File: config.mk
export PLATFORM = sky130hd
export DESIGN_NAME = multicycle_ctrl_fsm
export DESIGN_NICKNAME = d
export VERILOG_FILES = /design/src/rtl/rv_ctrl_pkg.sv /design/src/rtl/rv_perf_counters.sv /design/src/rtl/multicycle_ctrl_fsm.sv
export SDC_FILE = /design/constraint.sdc
export NUM_CORES = 1
export LEC_CHECK = 0
export BUFFER_PORTS_ARGS = -buffer_cell sky130_fd_sc_hd__buf_4
export CAP_MARGIN = 20
export CORE_MARGIN = 3
export CORE_UTILIZATION = 49
export DETAILED_ROUTE_END_ITERATION = 10
export PLACE_DENSITY = 0.78
export SKIP_CTS_REPAIR_TIMING = 1
export SYNTH_ARGS = -nofsm -noshare
export SYNTH_HDL_FRONTEND = slang
export SYNTH_SLANG_ARGS = --single-unit
export TNS_END_PERCENT = 20
File: constraint.sdc
create_clock -name clk -period 2.1 [get_ports clk]
set_input_delay 0.21 -clock clk [delete_from_list [all_inputs] [get_ports clk]]
set_output_delay 0.21 -clock clk [all_outputs]
set_load 0.02 [all_outputs]
File: src/rtl/rv_ctrl_pkg.sv
// Shared constants for the multi-cycle RV32 control sequencer: opcodes, state
// encodings, ALU operand/op select codes and the latched instruction class.
package rv_ctrl_pkg;

  // Major opcodes decoded by the sequencer (IR[6:0])
  localparam logic [6:0] OPC_RTYPE  = 7'b0110011;
  localparam logic [6:0] OPC_LOAD   = 7'b0000011;
  localparam logic [6:0] OPC_STORE  = 7'b0100011;
  localparam logic [6:0] OPC_BRANCH = 7'b1100011;

  // Sequencer states, 4-bit encoding exposed on state_o
  localparam logic [3:0] ST_IDLE    = 4'd0;
  localparam logic [3:0] ST_FETCH   = 4'd1;
  localparam logic [3:0] ST_DECODE  = 4'd2;
  localparam logic [3:0] ST_EXEC_R  = 4'd3;
  localparam logic [3:0] ST_ALU_WB  = 4'd4;
  localparam logic [3:0] ST_ADDR    = 4'd5;
  localparam logic [3:0] ST_MEM     = 4'd6;
  localparam logic [3:0] ST_LOAD_WB = 4'd7;
  localparam logic [3:0] ST_BRANCH  = 4'd8;

  // ALU operation select
  localparam logic [1:0] ALUOP_ADD   = 2'b00;
  localparam logic [1:0] ALUOP_SUB   = 2'b01;
  localparam logic [1:0] ALUOP_FUNCT = 2'b10;

  // ALU operand B select
  localparam logic [1:0] ALUSRCB_RS2  = 2'b00;
  localparam logic [1:0] ALUSRCB_FOUR = 2'b01;
  localparam logic [1:0] ALUSRCB_IMM  = 2'b10;

  // Instruction class latched in DECODE, steers the later states
  typedef enum logic [1:0] {
    CLS_R      = 2'd0,
    CLS_LOAD   = 2'd1,
    CLS_STORE  = 2'd2,
    CLS_BRANCH = 2'd3
  } ins_class_e;

endpackage

File: src/rtl/rv_perf_counters.sv
// Free-running cycle and retired-instruction counters for the sequencer.
// Only instantiated when RV_PERF_CNT_EN is defined.
module rv_perf_counters (
  input  logic        clk,
  input  logic        rst_n,
  input  logic        count_en,
  input  logic        retired,
  output logic [31:0] cycle_count,
  output logic [31:0] instret_count
);

  // Both counters wrap modulo 2^32
  always_ff @(posedge clk or negedge rst_n) begin
    if (!rst_n) begin
      cycle_count   <= '0;
      instret_count <= '0;
    end else begin
      if (count_en) cycle_count <= cycle_count + 32'd1;
      if (retired) instret_count <= instret_count + 32'd1;
    end
  end

endmodule

File: src/rtl/multicycle_ctrl_fsm.sv
// Multi-cycle control sequencer for the RV32 datapath. Drives the shared
// memory port, IR/PC enables, ALU selects and writeback, with a memory
// wait-state watchdog. Optional perf counters behind macro RV_PERF_CNT_EN.
module multicycle_ctrl_fsm
  import rv_ctrl_pkg::*;
#(
  parameter int unsigned MEM_TIMEOUT = 255
) (
  input  logic       clk,
  input  logic       rst_n,
  input  logic [6:0] opcode,
  input  logic       branch_taken,
  input  logic       mem_ready,
  output logic       mem_req,
  output logic       mem_we,
  output logic       mem_addr_sel,
  output logic       ir_write,
  output logic       pc_write,
  output logic       pc_src,
  output logic       alu_src_a,
  output logic [1:0] alu_src_b,
  output logic [1:0] alu_op,
  output logic       reg_write,
  output logic       mem_to_reg,
  output logic       illegal_op,
  output logic       bus_error,
  output logic       retired,
  output logic [3:0] state_o
`ifdef RV_PERF_CNT_EN
  ,
  output logic [31:0] cycle_count,
  output logic [31:0] instret_count
`endif
);

  localparam logic [7:0] TimeoutVal = 8'(MEM_TIMEOUT);
  localparam bit         WdEn       = (MEM_TIMEOUT != 0);

  logic [3:0] state_q, state_d;
  ins_class_e cls_q, cls_d;
  logic [7:0] cnt_q, cnt_d;
  logic       timeout_hit;

  // Watchdog fires only when no completion arrives in the expiring cycle
  assign timeout_hit = WdEn && (cnt_q == TimeoutVal) && !mem_ready;
  assign state_o     = state_q;

  // Next-state, watchdog and output decode
  always_comb begin
    state_d      = state_q;
    cls_d        = cls_q;
    cnt_d        = '0;
    mem_req      = 1'b0;
    mem_we       = 1'b0;
    mem_addr_sel = 1'b0;
    ir_write     = 1'b0;
    pc_write     = 1'b0;
    pc_src       = 1'b0;
    alu_src_a    = 1'b0;
    alu_src_b    = ALUSRCB_RS2;
    alu_op       = ALUOP_ADD;
    reg_write    = 1'b0;
    mem_to_reg   = 1'b0;
    illegal_op   = 1'b0;
    bus_error    = 1'b0;
    retired      = 1'b0;
    case (state_q)
      ST_IDLE: state_d = ST_FETCH;
      ST_FETCH: begin
        alu_src_b = ALUSRCB_FOUR;
        if (mem_ready) begin
          mem_req  = 1'b1;
          ir_write = 1'b1;
          pc_write = 1'b1;
          state_d  = ST_DECODE;
        end else if (timeout_hit) begin
          // Drop the request for a cycle and retry the same PC
          bus_error = 1'b1;
        end else begin
          mem_req = 1'b1;
          cnt_d   = WdEn ? cnt_q + 8'd1 : 8'd0;
        end
      end
      ST_DECODE: begin
        alu_src_b = ALUSRCB_IMM;
        case (opcode)
          OPC_RTYPE: begin
            cls_d   = CLS_R;
            state_d = ST_EXEC_R;
          end
          OPC_LOAD: begin
            cls_d   = CLS_LOAD;
            state_d = ST_ADDR;
          end
          OPC_STORE: begin
            cls_d   = CLS_STORE;
            state_d = ST_ADDR;
          end
          OPC_BRANCH: begin
            cls_d   = CLS_BRANCH;
            state_d = ST_BRANCH;
          end
          default: begin
            illegal_op = 1'b1;
            state_d    = ST_FETCH;
          end
        endcase
      end
      ST_EXEC_R: begin
        alu_src_a = 1'b1;
        alu_op    = ALUOP_FUNCT;
        state_d   = ST_ALU_WB;
      end
      ST_ALU_WB: begin
        reg_write = 1'b1;
        retired   = 1'b1;
        state_d   = ST_FETCH;
      end
      ST_ADDR: begin
        alu_src_a = 1'b1;
        alu_src_b = ALUSRCB_IMM;
        state_d   = ST_MEM;
      end
      ST_MEM: begin
        mem_addr_sel = 1'b1;
        if (mem_ready) begin
          mem_req = 1'b1;
          mem_we  = (cls_q == CLS_STORE);
          if (cls_q == CLS_LOAD) begin
            state_d = ST_LOAD_WB;
          end else begin
            retired = 1'b1;
            state_d = ST_FETCH;
          end
        end else if (timeout_hit) begin
          bus_error = 1'b1;
          state_d   = ST_FETCH;
        end else begin
          mem_req = 1'b1;
          mem_we  = (cls_q == CLS_STORE);
          cnt_d   = WdEn ? cnt_q + 8'd1 : 8'd0;
        end
      end
      ST_LOAD_WB: begin
        reg_write  = 1'b1;
        mem_to_reg = 1'b1;
        retired    = 1'b1;
        state_d    = ST_FETCH;
      end
      ST_BRANCH: begin
        alu_src_a = 1'b1;
        alu_op    = ALUOP_SUB;
        pc_src    = 1'b1;
        pc_write  = branch_taken;
        retired   = 1'b1;
        state_d   = ST_FETCH;
      end
      default: state_d = ST_IDLE;
    endcase
  end

  // State, instruction class and watchdog registers
  always_ff @(posedge clk or negedge rst_n) begin
    if (!rst_n) begin
      state_q <= ST_IDLE;
      cls_q   <= CLS_R;
      cnt_q   <= '0;
    end else begin
      state_q <= state_d;
      cls_q   <= cls_d;
      cnt_q   <= cnt_d;
    end
  end

`ifdef RV_PERF_CNT_EN
  rv_perf_counters u_perf (
    .clk           (clk),
    .rst_n         (rst_n),
    .count_en      (state_q != ST_IDLE),
    .retired       (retired),
    .cycle_count   (cycle_count),
    .instret_count (instret_count)
  );
`endif

endmodule

==> results of run 1 <==
sequential cells by signal (all words and copies together), names as in the netlist:
name,count
cls_q,2
state_o,4
cnt_q,8
layout by cell type, fill, tap and decap left out, types with 2 or more instances in the layout:
cell type and instances:
buf_4 33, nor2_1 18, dfrtp_1 13, nand2_1 6, xor2_1 6, nand2b_1 5, a21oi_1 5, nand3b_1 4
inv_1 3, a21o_1 3, nor4_1 3, clkbuf_4 3, nor2_2 2, nor3b_1 2, o21ai_1 2, and2_1 2
nand4_1 2, o31ai_1 2, nand4b_1 2, o21ai_0 2
synthesized netlist by cell type, types with 3 or more instances:
| master | instances |
|---|---|
| nor4_1 | 3 |
| inv_1 | 3 |
| nand2b_1 | 5 |
| nor2_1 | 20 |
| a21oi_1 | 5 |
| dfrtp_1 | 14 |
| nand2_1 | 6 |
| xor2_1 | 6 |
| a21o_1 | 3 |
| nand3b_1 | 4 |
area by class of cell:
class | count | area [um^2]
multi-input combinational | 85 | 554
inverter | 3 | 11.3
tap | 25 | 31.3
fill | 154 | 522
timing repair buffer | 34 | 258
clock buffer | 4 | 36.3
sequential | 14 | 352
stage by stage:
step | instance area [um^2] | instances | utilization, % | setup TNS [ps]
6_report | 1240 | 165 | 70.4 | 0
5_1_grt | 1240 | 165 | 70.4 | -52.3
4_1_cts | 1200 | 162 | 68.2 | -3.28
3_5_place_dp | 1170 | 158 | 66.1 | 0
3_3_place_gp | 1170 | 158 | 66.1 | 0
2_1_floorplan | 933 | 107 | - | -117
power groups by stage:
| stage | registers (mW) | clock network [mW] | logic, mW |
|---|---|---|---|
| 2_1_floorplan | 0.404 | 0 | 0.560 |
| 3_3_place_gp | 0.434 | 0 | 0.801 |
| 3_5_place_dp | 0.440 | 0 | 0.808 |
| 4_1_cts | 0.434 | 0.194 | 0.815 |
| 5_1_grt | 0.457 | 0.208 | 0.888 |
| 6_report | 0.439 | 0.188 | 0.824 |
critical path, delay by kind of cell, from the launching register on:
kind	cells	cell delay, ps
adder cells (fa/ha/maj)	1	200
buffers and inverters	1	190
flip-flops	1	410
AND/OR/NAND/NOR	4	730
cell families after synthesis:
group                    count (synthesis)  synth area share (%)
adder cells (fa/ha/maj)                  2                  2.43
buffers and inverters                    8                  4.58
XOR/XNOR                                 7                  6.60
AND/OR/NAND/NOR                         57                  35.2
flip-flops                              14                  37.7
AO/OA/AOI/OAI                           18                  12.3
multiplexers                             1                  1.21
per-layer routing:
metal  vias up  GRT usage, %  wire, um
li1        444             -         -
met1       451          24.6       961
met2        34          28.2      1090
met3        10          6.65       160
met4         0          5.99        55
met5         -             0         0
final timing paths:
check / from / end / slack (ps)
max: cnt_q[0] / mem_we / 80
min: opcode[5] / cls_q[0] / 130
max reg2reg: cnt_q[0] / state_o[1] / 310
min reg2reg: cnt_q[0] / cnt_q[0] / 490
max in group asynchronous: rst_n / state_o[2] / 1610
min in group asynchronous: rst_n / cnt_q[2] / 310
==> flow_metrics.env, run 1 <==
export IMPL_crit_path_start_kind="flop"
export IMPL_root_buffer="clkbuf_4"
export IMPL_synth_warnings=0
export IMPL_ioPinCount=31
export IMPL_vias=939
export IMPL_whs_path_depth=2
export IMPL_clock_latency_ps=280
export IMPL_peakVddDrop_v=0.000774
export IMPL_antenna_found_initial=0
export IMPL_netlist_area_um2=928
export IMPL_ys_flop_type="dfrtp_1"
export IMPL_place_ws_ps=325
export IMPL_gp_congestion=0.787
export IMPL_grt_ovfl_total=0
export IMPL_die_h_um=49.5
export IMPL_yosysTopAreaCell="dfrtp_1"
export IMPL_cpPeakStageDelay_ps=410
export IMPL_cts_htree_levels=1
export IMPL_drtPass1Iterations=4
export IMPL_power_density_nw_per_um2=1170
export IMPL_critPathRequiredTime_ps=1890
export IMPL_period_share_pct=96.2
export IMPL_insertedDiodeCount=0
export IMPL_cts_path_max_buffers=2
export IMPL_swShare_pct=44.8
export IMPL_grt_max_degree=15
export IMPL_power_frac_clock_pct=12.9
export IMPL_synth_top_cell_area_share_pct=37.7
export IMPL_dpl_hpwl_um=1640
export IMPL_setup_viol=0
export IMPL_synth_distinct_cells=39
export IMPL_synth_area_per_cell_um2=8.68
export IMPL_leakage_nw=0.586
export IMPL_drv_slew=0
export IMPL_grt_pass1_vias=783
export IMPL_cts_sinks=14
export IMPL_drt_wl_total_um=2260
export IMPL_power_internal_mw=0.801
export IMPL_max_freq_ghz=0.495
export IMPL_status="complete, no violations"
export IMPL_drive_gt1_share_pct=32.9
export IMPL_synth_edf_count=0
export IMPL_die_w_um=49.5
export IMPL_rows=15
export IMPL_critical_path_max_fanout=4
export IMPL_ant_nets=0
export IMPL_hold_viol_final=0
export IMPL_drv_cap=0
export IMPL_tightest_slew_ps=581
export IMPL_hp_class="in -> reg"
export IMPL_reg2reg_depth=7
export IMPL_p_comb_share_pct=56.8
export IMPL_async_flop_share_pct=100
export IMPL_power_total_mw=1.45
export IMPL_coreArea_um2=1760
export IMPL_grt_pass1_wl_um=3530
export IMPL_path_class="reg -> out"
export IMPL_final_nets=153
export IMPL_worstSetupEndpointType="primary output"
export IMPL_maxSlewHeadroom_pct=60.9
export IMPL_design_die_area_um2=2450
export IMPL_io_buffers=30
export IMPL_ys_ff_latch=14
export IMPL_initial_core_util_pct=52.6
export IMPL_yosysSeqAreaShare_pct=37.7
export IMPL_crit_arrival_ps=1810
export IMPL_syn_num_nets=119
export IMPL_p_seq_share_pct=30.2
export IMPL_cts_tree="built"
export IMPL_syn_to_final_growth_pct=33.8
export IMPL_rsz0062_at_grt="yes"
export IMPL_crit_chain="ha_2 > and4_1 > nand4_1 > nor2_2 > nor4bb_2 > buf_4"
export IMPL_drc=0
export IMPL_vias_per_cell=5.69
export IMPL_wl_per_cell_um=13.7
export IMPL_drt_iter0_markers=18
export IMPL_cts_inserted_buffers=3
export IMPL_synth_cells=107
export IMPL_min_period_ps=2020
export IMPL_whs_ps=129
export IMPL_grtUsageTotal_pct=18.6
export IMPL_clock_skew_ps=4.84
export IMPL_switching_power_mw=0.650
export IMPL_finalWorstSetupSlack_ps=79.9
export IMPL_cts_clk_slew_worst_paths_ps=70
export IMPL_synthTopCellsByArea="dfrtp_1 38%, nor2_1 8.1%, xor2_1 5.7%, nand2b_1 3.4%, nand3b_1 3.2%"
export IMPL_cp_slowest_cell="dfrtp_1"
No activity file was read; power rests on OpenSTA's default activity.
==> run 2, diff against run 1 <==
--- a/config.mk
+++ b/config.mk
@@ -16,3 +16,2 @@
 export SYNTH_HDL_FRONTEND = slang
 export SYNTH_SLANG_ARGS = --single-unit
-export TNS_END_PERCENT = 20
==> constraint.sdc (replaced) <==
create_clock -name clk -period 2.1 [get_ports clk]
set_input_delay 0.21 -clock clk [delete_from_list [all_inputs] [get_ports clk]]
set_output_delay 0.21 -clock clk [all_outputs]
set_load 0.01 [all_outputs]
==> flow_metrics.env, run 2 (same netlist as run 1, synthesis figures left out) <==
export IMPL_peakVddDrop_v=0.000761
export IMPL_seqCellArea_um2=352
export IMPL_crit_path_start_kind="flop"
export IMPL_reg2reg_depth=4
export IMPL_path_class="reg -> out"
export IMPL_grtUsageTotal_pct=19.6
export IMPL_cp_slowest_cell="dfrtp_1"
export IMPL_power_density_nw_per_um2=1090
export IMPL_switching_power_mw=0.539
export IMPL_r2r_end="state_o[2]"
export IMPL_grt_pass1_wl_um=3710
export IMPL_crit_chain="ha_2 > and4_1 > nand4_1 > nor2_2 > nor4bb_2 > buf_4"
export IMPL_fin_cells=163
export IMPL_regMostFlops="cnt_q"
export IMPL_design_die_area_um2=2450
export IMPL_final_nets=151
export IMPL_dp_cells=158
export IMPL_path_depth=6
export IMPL_power_frac_clock_pct=14.1
export IMPL_cts_path_max_buffers=2
export IMPL_finalWorstSetupSlack_ps=121
export IMPL_drt_wl_total_um=2200
export IMPL_cts_sinks=14
export IMPL_clock_latency_ps=280
export IMPL_insertedDiodeCount=0
export IMPL_initial_core_util_pct=52.6
export IMPL_cpPeakStageDelay_ps=410
export IMPL_period_share_pct=94.2
export IMPL_setup_viol=0
export IMPL_syn_to_final_growth_pct=32.2
export IMPL_hold_viol_final=0
export IMPL_wl_per_cell_um=13.5
export IMPL_cts_tree="built"
export IMPL_swShare_pct=40.4
export IMPL_clock_skew_ps=2.15
export IMPL_placed_area_um2=1160
export IMPL_min_period_ps=1980
export IMPL_status="complete, no violations"
export IMPL_critPathRequiredTime_ps=1890
export IMPL_crit_arrival_ps=1770
export IMPL_drive_gt1_share_pct=31.9
export IMPL_ant_nets=0
export IMPL_p_seq_share_pct=32.8
export IMPL_die_h_um=49.5
export IMPL_vias=912
export IMPL_grt_max_degree=15
export IMPL_cts_clk_slew_worst_paths_ps=80
export IMPL_leakage_nw=0.578
export IMPL_antenna_found_initial=0
export IMPL_coreArea_um2=1760
export IMPL_drv_cap=0
export IMPL_ioPinCount=31
export IMPL_cp_top_family="simple AND/OR/NAND/NOR gates"
export IMPL_worstSetupEndpointType="primary output"
export IMPL_dpl_hpwl_um=1700
export IMPL_r2r_start="state_o[0]"
export IMPL_vias_per_cell=5.60
export IMPL_tightest_slew_ps=577
export IMPL_cts_htree_levels=1
export IMPL_drv_slew=0
export IMPL_io_buffers=30
export IMPL_die_w_um=49.5
export IMPL_hp_class="in -> reg"
export IMPL_nFillCells=154
export IMPL_place_ws_ps=336
export IMPL_cts_inserted_buffers=3
export IMPL_drc=0
export IMPL_drtPass1Iterations=4
export IMPL_path_buf_inv=1
export IMPL_final_common_cell="buf_4"
export IMPL_multi_input_comb_area_um2=554
export IMPL_critical_path_max_fanout=4
export IMPL_r2r_slack_ps=370
export IMPL_drt_iter0_markers=12
export IMPL_grt_pass1_vias=848
export IMPL_rows=15
export IMPL_gp_congestion=0.810
export IMPL_worstHoldStart="opcode[5]"
export IMPL_endpoint="mem_we"
export IMPL_rsz0062_at_grt="yes"
export IMPL_maxSlewHeadroom_pct=61.2
export IMPL_p_comb_share_pct=53.0
export IMPL_grt_ovfl_total=0
export IMPL_crit_start="cnt_q[0]"
export IMPL_power_internal_mw=0.795
export IMPL_layout_common_cells="31 x buf_4, 18 x nor2_1, 13 x dfrtp_1"
export IMPL_largest_reg_flops=8
export IMPL_root_buffer="clkbuf_4"
export IMPL_postLayoutCellArea_um2=1230
export IMPL_max_freq_ghz=0.505
==> run 2: cell types whose count changed in the layout (fill, tap and decap cells not counted) <==
cell | before | now
buf_4 | 33 | 31
==> run 2: how the worst min path moves through the flow <==
| stage | cells after the start | to | slack (ps) |
|---|---|---|---|
| after floorplan | 0 | cls_q[0] | -90 |
| after global routing | 2 | cls_q[0] | 130 |
| after CTS | 1 | cnt_q[0] | -240 |
| after detailed placement | 1 | cnt_q[0] | 60 |
| final | 2 | cls_q[0] | 130 |
| after global placement | 1 | cnt_q[3] | 60 |
==> run 2: final cells by class <==
type / count / share of cell area (%)
Sequential cell: 14 / 28.6
Multi-Input combinational cell: 85 / 45.2
Clock buffer: 4 / 2.96
Tap cell: 25 / 2.55
Timing Repair Buffer: 32 / 19.8
Inverter: 3 / 0.917
==> run 2: layer usage <==
metal,global-route usage [%],routed length [um],up-vias
li1,-,-,444
met1,24.5,926,426
met2,32.8,1070,36
met3,4.23,157,6
met4,7.37,39,0
met5,0,0,-
==> run 2: stage by stage <==
stage | utilization (%) | TNS (ps) | hold WS [ps] | power (mW)
2_1_floorplan | - | 0 | -85.6 | 0.853
3_3_place_gp | 65.8 | 0 | 62.4 | 1.12
3_5_place_dp | 65.8 | 0 | 64.9 | 1.14
4_1_cts | 67.9 | 0 | -237 | 1.32
5_1_grt | 69.6 | -32.6 | 135 | 1.44
6_report | 69.6 | 0 | 127 | 1.33
==> run 2: power groups by stage <==
| stage | Combinational (mW) | Sequential, mW | Clock [mW] |
|---|---|---|---|
| 2_1_floorplan | 0.471 | 0.383 | 0 |
| 5_1_grt | 0.776 | 0.459 | 0.204 |
| 6_report | 0.707 | 0.438 | 0.189 |
| 3_3_place_gp | 0.687 | 0.433 | 0 |
| 4_1_cts | 0.698 | 0.434 | 0.192 |
| 3_5_place_dp | 0.695 | 0.441 | 0 |
==> run 3, diff against run 2 <==
Settings changed: RECOVER_POWER set to 25.
Clock period 2.1 ns to 2 ns, I/O delays scaled along.
==> flow_metrics.env, run 3 (same netlist as run 1, synthesis figures left out) <==
export IMPL_status="complete, no violations"
export IMPL_grtUsageTotal_pct=19.1
export IMPL_seqCellArea_um2=353
export IMPL_postLayoutCellArea_um2=1240
export IMPL_crit_chain="ha_2 > and4_1 > nand4_1 > nor2_2 > nor4bb_2 > buf_4"
export IMPL_path_buf_inv=1
export IMPL_initial_core_util_pct=52.6
export IMPL_hp_class="in -> reg"
export IMPL_root_buffer="clkbuf_4"
export IMPL_die_h_um=49.5
export IMPL_io_buffers=30
export IMPL_cp_top_family="simple AND/OR/NAND/NOR gates"
export IMPL_power_total_mw=1.42
export IMPL_period_share_pct=98.5
export IMPL_hold_viol_final=0
export IMPL_drive_gt1_share_pct=32.6
export IMPL_path_class="reg -> out"
export IMPL_drv_cap=0
export IMPL_clock_skew_ps=3.87
export IMPL_peakVddDrop_v=0.000676
export IMPL_clock_latency_ps=290
export IMPL_whs_path_depth=2
export IMPL_syn_to_final_growth_pct=34.1
export IMPL_drv_slew=0
export IMPL_max_freq_ghz=0.508
export IMPL_cts_path_max_buffers=2
export IMPL_drt_iter0_markers=18
export IMPL_wl_per_cell_um=13.5
export IMPL_critical_path_max_fanout=4
export IMPL_placed_area_um2=1170
export IMPL_final_nets=154
export IMPL_insertedDiodeCount=0
export IMPL_cts_sinks=14
export IMPL_fin_util_pct=70.6
export IMPL_drc=0
export IMPL_rows=15
export IMPL_die_w_um=49.5
export IMPL_drt_wl_total_um=2240
export IMPL_vias_per_cell=5.34
export IMPL_final_common_cell="buf_4"
export IMPL_power_density_nw_per_um2=1140
export IMPL_leakage_nw=0.588
export IMPL_vias=886
export IMPL_min_period_ps=1970
export IMPL_multi_input_comb_area_um2=552
export IMPL_grt_max_degree=15
export IMPL_antenna_found_initial=0
export IMPL_crit_path_start_kind="flop"
export IMPL_design_die_area_um2=2450
export IMPL_drtPass1Iterations=4
export IMPL_dpl_hpwl_um=1650
export IMPL_grt_pass1_vias=771
export IMPL_cts_htree_levels=1
export IMPL_cts_tree="built"
export IMPL_critPathRequiredTime_ps=1800
export IMPL_tightest_slew_ps=732
export IMPL_fin_cells=166
export IMPL_crit_arrival_ps=1770
export IMPL_path_depth=6
export IMPL_largest_reg_flops=8
export IMPL_grt_ovfl_total=0
export IMPL_regMostFlops="cnt_q"
export IMPL_gp_congestion=0.824
export IMPL_nFillCells=158
export IMPL_ioPinCount=31
export IMPL_cp_slowest_cell="dfrtp_1"
export IMPL_cpPeakStageDelay_ps=410
export IMPL_reg2reg_depth=4
export IMPL_worstSetupEndpointType="primary output"
export IMPL_dp_cells=159
export IMPL_coreArea_um2=1760
export IMPL_cts_inserted_buffers=3
export IMPL_ant_nets=0
export IMPL_setup_viol=0
export IMPL_layout_common_cells="33 x buf_4, 19 x nor2_1, 12 x dfrtp_1"
export IMPL_cts_clk_slew_worst_paths_ps=80
export IMPL_maxSlewHeadroom_pct=51.2
export IMPL_grt_pass1_wl_um=3530
export IMPL_rsz0062_at_grt="yes"
-- run 3: worst register-to-register path: stages (launching register included) --
cell and delay (ps):
dfrtp_1 500, nand2b_4 210, or4_4 520, o31a_1 270, a31oi_1 160
-- run 3: final cells by class --
cell class                      instances  share of cell area [%]
Clock buffer                            4                    2.91
Inverter                                3                   0.905
Multi-Input combinational cell         85                    44.3
Sequential cell                        14                    28.3
Tap cell                               25                    2.51
Timing Repair Buffer                   35                    21.0
-- run 3: where the power goes --
group	switching (mW)	internal, mW
clock network	0.0923	0.111
registers	0.124	0.339
logic	0.360	0.396
total	0.576	0.847
-- run 3: worst paths after layout --
path,slack (ps),endpoint,start
setup / recovery,30,mem_we,cnt_q[0]
hold / removal,110,cls_q[0],opcode[5]
setup reg to reg,250,state_o[2],state_o[0]
hold reg to reg,540,cls_q[1],cls_q[1]
max in group asynchronous,980,state_o[2],rst_n
min in group asynchronous,510,cnt_q[2],rst_n
-- run 3: layer usage --
layer	track usage [%]	vias to the layer above	routed length, um
li1	-	447	-
met1	24.5	407	1010
met2	28.9	27	1040
met3	4.83	5	140
met4	11.1	0	47
met5	0	-	0
-- run 3: stage by stage --
step | setup WS (ps) | setup TNS [ps] | hold slack [ps]
after floorplan | 194 | 0 | -95.6
after global placement | 277 | 0 | 51.9
after detailed placement | 262 | 0 | 53.4
after CTS | -78.3 | -78.3 | -260
after global routing | -62.6 | -62.6 | 100
final | 29.8 | 0 | 112
